==> src/rtl/tcpc_transmit_scheduler_if.sv <==
// Transmit-path handshake bundle between the TCPC register/PHY environment
// (master side) and the transmit scheduler (slave side).
interface tcpc_transmit_scheduler_if;
  logic       transmit_wr;
  logic [7:0] TRANSMIT;
  logic       rx_busy;
  logic       msg_done;
  logic       msg_goodcrc;
  logic       hr_success;
  logic       hr_failed;
  logic       msg_start;
  logic       msg_abort;
  logic [2:0] msg_sop_type;
  logic       hr_hard_reset_L;
  logic       hr_cable_reset_L;
  logic       ALERT_TransmitSuccessful;
  logic       ALERT_TransmitSOPMessageFailed;
  logic       ALERT_TransmitSOPMessageDiscarded;
  logic       busy;

  modport master (
    output transmit_wr, TRANSMIT, rx_busy, msg_done, msg_goodcrc, hr_success, hr_failed,
    input  msg_start, msg_abort, msg_sop_type, hr_hard_reset_L, hr_cable_reset_L,
           ALERT_TransmitSuccessful, ALERT_TransmitSOPMessageFailed,
           ALERT_TransmitSOPMessageDiscarded, busy
  );

  modport slave (
    input  transmit_wr, TRANSMIT, rx_busy, msg_done, msg_goodcrc, hr_success, hr_failed,
    output msg_start, msg_abort, msg_sop_type, hr_hard_reset_L, hr_cable_reset_L,
           ALERT_TransmitSuccessful, ALERT_TransmitSOPMessageFailed,
           ALERT_TransmitSOPMessageDiscarded, busy
  );
endinterface

==> src/rtl/tcpc_transmit_scheduler.sv <==
// TCPC transmit scheduler: decodes TRANSMIT writes, runs SOP* message attempts
// with GoodCRC retries and a watchdog, issues hard/cable reset requests, lets a
// reset preempt an in-flight message, and reports outcomes as ALERT pulses.
// Every output is a flop; its next value is derived from the next state.
module tcpc_transmit_scheduler #(
  parameter int          MAX_RETRY   = 3,
  parameter logic [15:0] MSG_TIMEOUT = 16'd1000
) (
  input  logic                         clk,
  input  logic                         reset_L,
  tcpc_transmit_scheduler_if.slave     tx
);

  typedef enum logic [2:0] {IDLE, MSG_START, MSG_WAIT, HR_START, HR_WAIT} state_t;

  localparam logic [1:0] RETRY_CAP = (MAX_RETRY >= 3) ? 2'd3 : 2'(MAX_RETRY);
  localparam logic [2:0] T_HARD    = 3'b101;
  localparam logic [2:0] T_CABLE   = 3'b110;
  localparam logic [2:0] T_BIST    = 3'b111;

  state_t      state_q, state_d;
  logic [2:0]  type_q, type_d;
  logic [1:0]  retries_q, retries_d;
  logic [15:0] wdog_q, wdog_d;
  logic        msg_start_q, msg_start_d;
  logic        abort_q, abort_d;
  logic        hard_q, hard_d;
  logic        cable_q, cable_d;
  logic        succ_q, succ_d;
  logic        fail_q, fail_d;
  logic        disc_q, disc_d;
  logic        busy_q, busy_d;

  logic        hr_wr;
  logic        attempt_fail;
  logic [1:0]  req_retries;

  // Next-state, retry/watchdog bookkeeping and registered-output values.
  always_comb begin
    state_d      = state_q;
    type_d       = type_q;
    retries_d    = retries_q;
    wdog_d       = wdog_q;
    abort_d      = 1'b0;
    succ_d       = 1'b0;
    fail_d       = 1'b0;
    disc_d       = 1'b0;
    attempt_fail = 1'b0;
    hr_wr        = tx.transmit_wr &&
                   (tx.TRANSMIT[2:0] == T_HARD || tx.TRANSMIT[2:0] == T_CABLE);
    req_retries  = (tx.TRANSMIT[5:4] > RETRY_CAP) ? RETRY_CAP : tx.TRANSMIT[5:4];

    case (state_q)
      IDLE: begin
        if (tx.transmit_wr) begin
          type_d    = tx.TRANSMIT[2:0];
          retries_d = req_retries;
          if (hr_wr)            state_d = HR_START;
          else if (tx.rx_busy)  disc_d  = 1'b1;
          else                  state_d = MSG_START;
        end
      end
      MSG_START, MSG_WAIT: begin
        if (hr_wr) begin
          // A reset request wins over anything the message path reports.
          abort_d   = 1'b1;
          disc_d    = 1'b1;
          type_d    = tx.TRANSMIT[2:0];
          retries_d = req_retries;
          state_d   = HR_START;
        end else begin
          disc_d = tx.transmit_wr;
          if (state_q == MSG_START) begin
            wdog_d  = MSG_TIMEOUT;
            state_d = MSG_WAIT;
          end else begin
            wdog_d = (wdog_q == 16'd0) ? 16'd0 : wdog_q - 16'd1;
            if (tx.msg_done) begin
              if (tx.msg_goodcrc || type_q == T_BIST) begin
                succ_d  = 1'b1;
                state_d = IDLE;
              end else begin
                attempt_fail = 1'b1;
              end
            end else if (wdog_q <= 16'd1) begin
              // Watchdog reaches zero this cycle: give up on the attempt.
              attempt_fail = 1'b1;
              abort_d      = 1'b1;
            end
            if (attempt_fail) begin
              if (retries_q != 2'd0) begin
                retries_d = retries_q - 2'd1;
                state_d   = MSG_START;
              end else begin
                fail_d  = 1'b1;
                state_d = IDLE;
              end
            end
          end
        end
      end
      HR_START: begin
        disc_d  = tx.transmit_wr;
        state_d = HR_WAIT;
      end
      HR_WAIT: begin
        disc_d = tx.transmit_wr;
        if (tx.hr_success) begin
          succ_d  = 1'b1;
          state_d = IDLE;
        end else if (tx.hr_failed) begin
          fail_d  = 1'b1;
          state_d = IDLE;
        end
      end
      default: state_d = IDLE;
    endcase

    msg_start_d = (state_d == MSG_START);
    hard_d      = !(state_d == HR_START && type_d == T_HARD);
    cable_d     = !(state_d == HR_START && type_d == T_CABLE);
    busy_d      = (state_d != IDLE);
  end

  // State and output registers; reset drops any command without an ALERT.
  always_ff @(posedge clk or negedge reset_L) begin
    if (!reset_L) begin
      state_q     <= IDLE;
      type_q      <= 3'b000;
      retries_q   <= 2'd0;
      wdog_q      <= 16'd0;
      msg_start_q <= 1'b0;
      abort_q     <= 1'b0;
      hard_q      <= 1'b1;
      cable_q     <= 1'b1;
      succ_q      <= 1'b0;
      fail_q      <= 1'b0;
      disc_q      <= 1'b0;
      busy_q      <= 1'b0;
    end else begin
      state_q     <= state_d;
      type_q      <= type_d;
      retries_q   <= retries_d;
      wdog_q      <= wdog_d;
      msg_start_q <= msg_start_d;
      abort_q     <= abort_d;
      hard_q      <= hard_d;
      cable_q     <= cable_d;
      succ_q      <= succ_d;
      fail_q      <= fail_d;
      disc_q      <= disc_d;
      busy_q      <= busy_d;
    end
  end

  assign tx.msg_start                         = msg_start_q;
  assign tx.msg_abort                         = abort_q;
  assign tx.msg_sop_type                      = type_q;
  assign tx.hr_hard_reset_L                   = hard_q;
  assign tx.hr_cable_reset_L                  = cable_q;
  assign tx.ALERT_TransmitSuccessful          = succ_q;
  assign tx.ALERT_TransmitSOPMessageFailed    = fail_q;
  assign tx.ALERT_TransmitSOPMessageDiscarded = disc_q;
  assign tx.busy                              = busy_q;

endmodule

==> src/flat_wrapper.sv <==
// flat-port wrapper written by rule: the top's interface ports become plain ports
module tcpc_transmit_scheduler_flat 
#(
  parameter int          MAX_RETRY   = 3,
  parameter logic [15:0] MSG_TIMEOUT = 16'd1000
)
  (clk, reset_L, tx_transmit_wr, tx_TRANSMIT, tx_rx_busy, tx_msg_done, tx_msg_goodcrc, tx_hr_success, tx_hr_failed, tx_msg_start, tx_msg_abort, tx_msg_sop_type, tx_hr_hard_reset_L, tx_hr_cable_reset_L, tx_ALERT_TransmitSuccessful, tx_ALERT_TransmitSOPMessageFailed, tx_ALERT_TransmitSOPMessageDiscarded, tx_busy);
  tcpc_transmit_scheduler_if tx_i ();
  input  logic clk;
  input  logic reset_L;
  input wire logic [$bits(tx_i.transmit_wr)-1:0] tx_transmit_wr;
  input wire logic [$bits(tx_i.TRANSMIT)-1:0] tx_TRANSMIT;
  input wire logic [$bits(tx_i.rx_busy)-1:0] tx_rx_busy;
  input wire logic [$bits(tx_i.msg_done)-1:0] tx_msg_done;
  input wire logic [$bits(tx_i.msg_goodcrc)-1:0] tx_msg_goodcrc;
  input wire logic [$bits(tx_i.hr_success)-1:0] tx_hr_success;
  input wire logic [$bits(tx_i.hr_failed)-1:0] tx_hr_failed;
  output wire logic [$bits(tx_i.msg_start)-1:0] tx_msg_start;
  output wire logic [$bits(tx_i.msg_abort)-1:0] tx_msg_abort;
  output wire logic [$bits(tx_i.msg_sop_type)-1:0] tx_msg_sop_type;
  output wire logic [$bits(tx_i.hr_hard_reset_L)-1:0] tx_hr_hard_reset_L;
  output wire logic [$bits(tx_i.hr_cable_reset_L)-1:0] tx_hr_cable_reset_L;
  output wire logic [$bits(tx_i.ALERT_TransmitSuccessful)-1:0] tx_ALERT_TransmitSuccessful;
  output wire logic [$bits(tx_i.ALERT_TransmitSOPMessageFailed)-1:0] tx_ALERT_TransmitSOPMessageFailed;
  output wire logic [$bits(tx_i.ALERT_TransmitSOPMessageDiscarded)-1:0] tx_ALERT_TransmitSOPMessageDiscarded;
  output wire logic [$bits(tx_i.busy)-1:0] tx_busy;
  assign tx_i.transmit_wr = tx_transmit_wr;
  assign tx_i.TRANSMIT = tx_TRANSMIT;
  assign tx_i.rx_busy = tx_rx_busy;
  assign tx_i.msg_done = tx_msg_done;
  assign tx_i.msg_goodcrc = tx_msg_goodcrc;
  assign tx_i.hr_success = tx_hr_success;
  assign tx_i.hr_failed = tx_hr_failed;
  assign tx_msg_start = tx_i.msg_start;
  assign tx_msg_abort = tx_i.msg_abort;
  assign tx_msg_sop_type = tx_i.msg_sop_type;
  assign tx_hr_hard_reset_L = tx_i.hr_hard_reset_L;
  assign tx_hr_cable_reset_L = tx_i.hr_cable_reset_L;
  assign tx_ALERT_TransmitSuccessful = tx_i.ALERT_TransmitSuccessful;
  assign tx_ALERT_TransmitSOPMessageFailed = tx_i.ALERT_TransmitSOPMessageFailed;
  assign tx_ALERT_TransmitSOPMessageDiscarded = tx_i.ALERT_TransmitSOPMessageDiscarded;
  assign tx_busy = tx_i.busy;
  tcpc_transmit_scheduler #(.MAX_RETRY(MAX_RETRY), .MSG_TIMEOUT(MSG_TIMEOUT)) u_core (.clk(clk), .reset_L(reset_L), .tx(tx_i));
endmodule
==> config.mk <==
export PLATFORM = sky130hd
export DESIGN_NAME = tcpc_transmit_scheduler_flat
export DESIGN_NICKNAME = d
export VERILOG_FILES = /design/src/rtl/tcpc_transmit_scheduler_if.sv /design/src/rtl/tcpc_transmit_scheduler.sv /design/src/flat_wrapper.sv
export SDC_FILE = /design/constraint.sdc
export NUM_CORES = 1
export LEC_CHECK = 0
export CAP_MARGIN = 20
export CORE_MARGIN = 2
export CORE_UTILIZATION = 55
export DETAILED_ROUTE_END_ITERATION = 8
export GPL_TIMING_DRIVEN = 0
export HOLD_SLACK_MARGIN = 0.1
export PLACE_DENSITY = 0.89
export SLEW_MARGIN = 30
export SYNTH_ARGS = -nofsm -noshare
export SYNTH_HDL_FRONTEND = slang
export SYNTH_SLANG_ARGS = --single-unit
==> constraint.sdc <==
create_clock -name clk -period 4.8 [get_ports clk]
set_input_delay 0.96 -clock clk [delete_from_list [all_inputs] [get_ports clk]]
set_output_delay 0.96 -clock clk [all_outputs]
set_load 0.02 [all_outputs]
==> results of run 1 <==
metal layers:
layer  share of wire, %  wire (um)  vias to the layer above  global-route usage (%)
li1                   -          -                      840                       -
met1                 47       1962                      805                   32.74
met2                 44       1873                       64                   35.60
met3                6.5        275                       12                   4.144
met4                2.5        104                        0                   14.17
met5                  0          0                        -                       0
cell usage after synthesis (3+ instances only):
| cell | n |
|---|---|
| a211oi_1 | 3 |
| a21oi_1 | 19 |
| a31oi_1 | 13 |
| clkbuf_1 | 7 |
| dfrtp_1 | 30 |
| ha_1 | 4 |
| inv_1 | 13 |
| mux2_2 | 3 |
| nand2_1 | 21 |
| nand2b_1 | 3 |
| nand3_1 | 3 |
| nor2_1 | 19 |
| nor3_1 | 9 |
| nor3b_1 | 4 |
| o21ai_0 | 10 |
| o22a_1 | 3 |
| o22ai_1 | 3 |
| o31ai_1 | 3 |
| or3_1 | 5 |
through the flow:
stage                     total power [mW]  util [%]  setup slack [ns]  hold WS (ns)  instances
after floorplan                     0.8555         -             2.123        0.4436        212
after global placement               1.030     65.34             1.236        0.4669        281
after detailed placement             1.051     66.02             1.244        0.4740        282
after CTS                            1.288     68.90             1.611        0.4879        290
after global routing                 1.386     68.90             1.330        0.5221        290
final                                1.292     68.90             1.565        0.4862        290
path summary, 6_finish.rpt:
kind | to | slack [ns]
setup / recovery | u_core.wdog_q[2]$_DFFE_PN0P_ | 1.57
hold / removal | u_core.retries_q[0]$_DFFE_PN0P_ | 0.49
setup reg to reg | u_core.tx.hr_hard_reset_L$_DFF_PN1_ | 2.25
hold reg to reg | u_core.retries_q[0]$_DFFE_PN0P_ | 0.49
max in group asynchronous | u_core.wdog_q[7]$_DFFE_PN0P_ | 3.85
min in group asynchronous | u_core.wdog_q[15]$_DFFE_PN0P_ | 0.52
power groups by stage:
stage / Combinational (mW) / Clock, mW / Sequential [mW]
5_1_grt: 0.725 / 0.250 / 0.412
3_5_place_dp: 0.644 / 0 / 0.406
3_3_place_gp: 0.625 / 0 / 0.404
6_report: 0.653 / 0.236 / 0.403
2_1_floorplan: 0.424 / 0 / 0.431
4_1_cts: 0.649 / 0.238 / 0.401
registers in the layout, indices dropped and copies added, names as in the netlist:
register,cells
u_core.tx.msg_abort,1
u_core.tx.ALERT_TransmitSOPMessageDiscarded,1
u_core.tx.hr_hard_reset_L,1
u_core.tx.ALERT_TransmitSuccessful,1
u_core.tx.msg_sop_type,3
u_core.wdog_q,16
u_core.tx.ALERT_TransmitSOPMessageFailed,1
u_core.tx.hr_cable_reset_L,1
u_core.tx.busy,1
u_core.retries_q,2
u_core.tx.msg_start,1
u_core.state_q,3
layout make-up:
class	instances	area share [%]
buffer	9	1.536
clock buffer	7	2.852
timing repair buffer	24	11.08
clock inverter	1	1.317
multi-input combinational	158	43.34
sequential	32	35.22
tap	46	2.523
inverter	13	2.139
critical path, stage by stage:
cell and delay [ns]:
clkdlybuf4s50_1 0.44, xnor2_1 0.48, nor2_1 0.25, or3_1 0.39, clkbuf_1 0.19, nor2_1 0.27
buf_2 0.27, a21oi_1 0.09, a31oi_1 0.15
kinds of logic after synthesis:
family,Yosys count
and+or+nand+nor,81
muxes,4
DFF,32
xor gates and xnor gates,2
buffers and inverters,22
AOI/OAI and AO/OA,67
adders and majority gates,4
==> run_results.csv, run 1 <==
group,metric,value,unit
status,status,"finished, final reports clean",
clock_network,cts_buffer_depth,2,
setup_path,arrival,3.50,ns
cells_and_area,layout_commonest_cell,"dfrtp_1",
detailed_routing,vias_per_cell,5.934,
min_path,hold_path_depth,1,
synthesis,synth-simple-area-share,23.55,%
setup_path,critPathMaxFanout,10,
synthesis,synthMuxAreaShare,2.335,%
synthesis,synthAdderAreaFrac,2.668,%
setup_path,r2r_cells,6,
sta,fin_setup_tns,0,ns
floorplanning,dieArea,3893,um^2
synthesis,syn_nets,232,
detailed_routing,first_iter_violations,93,
detailed_routing,vias,1721,
synthesis,yosysUniqueCellTypes,49,
synthesis,async_flop_share,100.0,%
floorplanning,dieWidth,62.40,um
floorplanning,die_h,62.40,um
placement,io_buffers,23,
global_route,grt-ovfl-total,0,
pwr,netSwitchingFraction,42.22,%
pwr,p_leak,0.9515,nW
global_route,grt_pass1_vias,1643,
setup_path,rr_startpoint,"u_core.wdog_q[4]$_DFFE_PN0P_",
sta,max_slew_margin,48.75,%
synthesis,syn-cell-area,1876,um^2
synthesis,synth_seq_cells,32,
cells_and_area,regArea,803.3,um^2
cells_and_area,layout_common_cells,"30 x dfrtp_1, 22 x clkdlybuf4s50_1, 21 x nand2_1, 19 x a21oi_1, 19 x nor2_1",
cells_and_area,num_antenna_cells,0,
setup_path,start_kind,"input port",
clock_network,tritoncts,"built",
synthesis,yosys_warnings,0,
setup_path,endpoint_kind,"register",
sta,rsz0062_at_grt,"false",
sta,hold_violations,0,
placement,place_congestion,0.9004,
pwr,p_clk_share,18.3,%
setup_path,cp-startpoint,"tx_TRANSMIT[0]",
job,maxCapViolations,0,
floorplanning,row_count,21,
synthesis,synth_xor_area_share,0.9340,%
pwr,p_seq_share,31.2,%
pwr,cellPowerDensity,566.3,nW/um^2
global_route,grt_first_pass_wirelength,7355,um
pwr,switching_power,0.5454,mW
placement,placed_area,2186,um^2
pwr,power.internal,0.7464,mW
detailed_routing,dr.pass1.iters,4,
detailed_routing,drt-total-wl,4215,um
pwr,vdd_drop_max,0.0004939,V
global_route,antenna_found_initial,0,
min_path,hold_start,"u_core.retries_q[0]$_DFFE_PN0P_",
cells_and_area,multi_input_area,988.4,um^2
synthesis,synth_top_family_by_area,"simple AND/OR/NAND/NOR gates",
min_path,holdCritPathClass,"register to register",
cells_and_area,fillers,273,
synthesis,synth-main-ff-cell,"dfrtp_1",
detailed_routing,drt-wirelength-per-cell,14.53,um
clock_network,clock-root-buffer,"clkbuf_4",
cells_and_area,nNetsFinal,263,
cells_and_area,drive_gt1_share,10.25,%
clock_network,hold_buffers,0,
setup_path,worst-setup-path-type,"input port to register",
cells_and_area,area_growth,21.61,%
synthesis,yosys.area.top_type_share,40.03,%
global_route,grt_max_degree,18,
sta,max_freq,0.3091,GHz
clock_network,cts_setup_buffers,0,
clock_network,cts_buffers,5,
sta,finalSetupViolations,0,
floorplanning,io_pins,27,
synthesis,synth_top_area_cell,"dfrtp_1",
sta,fin_worst_skew,0.01799,ns
synthesis,syn_inst,212,
clock_network,h-tree-depth,2,
pwr,pwr-share-comb,50.6,%
synthesis,synth.area.top_cells,"dfrtp_1 40%, a21oi_1 5.1%, a31oi_1 4.3%, nand2_1 4.2%, nor2_1 3.8%",
detailed_routing,route.detailed.drc,0,
detailed_routing,antenna_left,0,
setup_path,crit_required,5.07,ns
clock_network,cts_sinks,32,
clock_network,cts_resized,0,
synthesis,synth-compound-area-share,23.22,%
clock_network,clk-insertion-delay-late,0.35,ns
cells_and_area,final_cell_area,2281,um^2
clock_network,path_clk_slew,0.10,ns
sta,slew_viol_final,0,
sta,fin_crit_sh,67.39,%
synthesis,avgSynthCellArea,8.847,um^2
synthesis,synth_edf_count,0,
placement,dp_hpwl,3037,um
sta,worst_pin_slew,0.7642,ns
sta,fin_crit,3.235,ns
global_route,track_usage,23.83,%
floorplanning,start_util,56.65,%
synthesis,yosysSeqAreaShare,42.83,%
floorplanning,core_area,3311,um^2
No activity file was read; power rests on OpenSTA's default activity.
==> inputs of run 2 (changes only) <==
- CORE_UTILIZATION: 55 -> 54
- PLACE_DENSITY: 0.89 -> 0.87
- clock period: 4.8 -> 3.2 ns (I/O delays scaled with it)
==> run 2 against run 1 <==
- clock power rose by 3%
- combinational power is 52% higher
- die area increased by 1.7%
- largest power group unchanged
- critical endpoint is now u_core.tx.msg_sop_type[0]$_DFF_PN0_
- via count grew 0.64%
- non-clock buffer count unchanged
==> run_results.csv, run 2 (same netlist as run 1, synthesis figures left out) <==
group,metric,value,unit
setup_path,crit_required,3.42,ns
min_path,holdCritPathClass,"input port to async pin",
detailed_routing,route.detailed.drc,0,
pwr,vdd_drop_max,0.0004493,V
detailed_routing,dr.pass1.iters,4,
floorplanning,dieWidth,62.94,um
sta,setup_ws,0.3773,ns
detailed_routing,antenna_left,0,
sta,fin_crit,2.823,ns
job,maxCapViolations,0,
detailed_routing,first_iter_violations,144,
global_route,antenna_found_initial,0,
setup_path,critPathMaxFanout,8,
sta,fin_crit_sh,88.21,%
pwr,cellPowerDensity,818.8,nW/um^2
cells_and_area,largest-register,"u_core.wdog_q",
clock_network,path_clk_slew,0.10,ns
floorplanning,core_area,3337,um^2
global_route,grt_max_degree,20,
placement,place_congestion,0.9137,
status,status,"finished, final reports clean",
sta,finalSetupViolations,0,
clock_network,cts_sinks,32,
sta,max_freq,0.3543,GHz
cells_and_area,area_growth,20.08,%
global_route,grt_first_pass_wirelength,7645,um
clock_network,cts_buffer_depth,2,
sta,slew_viol_final,0,
detailed_routing,drt-total-wl,4410,um
cells_and_area,nNetsFinal,263,
setup_path,worst-setup-path-type,"input port to register",
sta,max_slew_margin,51.89,%
sta,fin_worst_skew,0.01109,ns
setup_path,arrival,3.04,ns
floorplanning,die_h,62.94,um
setup_path,endpoint_kind,"register",
cells_and_area,final_util,67.49,%
cells_and_area,num_antenna_cells,0,
pwr,p_leak,0.9382,nW
clock_network,clock-root-buffer,"clkbuf_4",
clock_network,cts_resized,0,
floorplanning,io_pins,27,
cells_and_area,largest_register_ffs,16,
global_route,track_usage,24.75,%
clock_network,h-tree-depth,2,
setup_path,start_kind,"input port",
placement,io_buffers,23,
sta,rsz0062_at_grt,"false",
clock_network,tritoncts,"built",
detailed_routing,vias,1732,
sta,hold_violations,0,
cells_and_area,drive_gt1_share,9.836,%
sta,worst_pin_slew,0.7173,ns
cells_and_area,layout_common_cells,"30 x dfrtp_1, 22 x clkdlybuf4s50_1, 21 x nand2_1, 19 x a21oi_1, 19 x nor2_1",
floorplanning,dieArea,3961,um^2
global_route,grt-ovfl-total,0,
placement,dp_hpwl,3309,um
detailed_routing,drt-wirelength-per-cell,15.21,um
floorplanning,row_count,21,
floorplanning,start_util,56.21,%
global_route,grt_pass1_vias,1665,
clock_network,hold_buffers,0,
placement,dp_slack,-0.09604,ns
pwr,power,1.844,mW
detailed_routing,vias_per_cell,5.972,
clock_network,clk-insertion-delay-late,0.33,ns
clock_network,cts_setup_buffers,0,
clock_network,cts_buffers,5,
cells_and_area,layout_commonest_cell,"dfrtp_1",
[run 2: cell types whose count changed in the layout (fill, tap and decap cells not counted), sizes merged]
cell / delta
clkbuf: +1
bufinv: -1
[run 2: layer usage]
layer | track usage [%] | routed length [um] | part of all wire, % | up-vias
met3 | 5.225 | 194 | 4.4 | 2
met5 | 0 | 0 | 0 | -
met1 | 32.90 | 1992 | 45 | 849
met2 | 40.29 | 2181 | 49 | 40
li1 | - | - | - | 841
met4 | 8.056 | 42 | 0.95 | 0
[run 2: per-stage QoR]
| step | TNS (ns) | instance area, um^2 | hold WS (ns) | cells |
|---|---|---|---|---|
| final | 0 | 2252 | 0.2072 | 290 |
| after global routing | 0 | 2252 | 0.2013 | 290 |
| after CTS | 0 | 2245 | 0.2099 | 290 |
| after detailed placement | -0.5778 | 2186 | 0.4731 | 282 |
| after global placement | -0.01999 | 2163 | 0.4692 | 281 |
| after floorplan | 0 | 1876 | 0.3444 | 212 |
[run 2: worst paths after layout]
path                                                 start                                   end  slack [ns]  depth (start not counted)
min reg2reg                u_core.retries_q[0]$_DFFE_PN0P_       u_core.retries_q[0]$_DFFE_PN0P_        0.48                          1
min                                                reset_L         u_core.wdog_q[15]$_DFFE_PN0P_        0.21                          1
max                                         tx_transmit_wr   u_core.tx.msg_sop_type[0]$_DFF_PN0_        0.38                          6
max reg2reg                   u_core.wdog_q[4]$_DFFE_PN0P_  u_core.tx.hr_cable_reset_L$_DFF_PN1_        0.61                          6
max in group asynchronous                          reset_L          u_core.wdog_q[8]$_DFFE_PN0P_        2.58                          2
min in group clk           u_core.retries_q[0]$_DFFE_PN0P_       u_core.retries_q[0]$_DFFE_PN0P_        0.48                          1
[run 2: worst max-delay path: stages]
cell	delay, ns
clkdlybuf4s50_1	0.63
nand2_1	0.17
nor2_1	0.40
nand2_1	0.14
a211oi_1	0.65
mux2_2	0.41
[run 2: cell type report]
| type | instances | area, um^2 |
|---|---|---|
| Tap cell | 46 | 57.56 |
| Fill cell | 286 | 1085 |
| Buffer | 9 | 35.03 |
| Multi-Input combinational cell | 158 | 996.0 |
| Timing Repair Buffer | 24 | 252.7 |
| Sequential cell | 32 | 803.3 |
| Clock buffer | 8 | 58.81 |
| Inverter | 13 | 48.80 |
[run 2: report_power, final]
group          internal (mW)  switching, mW  leakage (nW)
Combinational          0.401          0.592         0.520
Clock                  0.108          0.136        0.0326
Sequential             0.514         0.0934         0.386
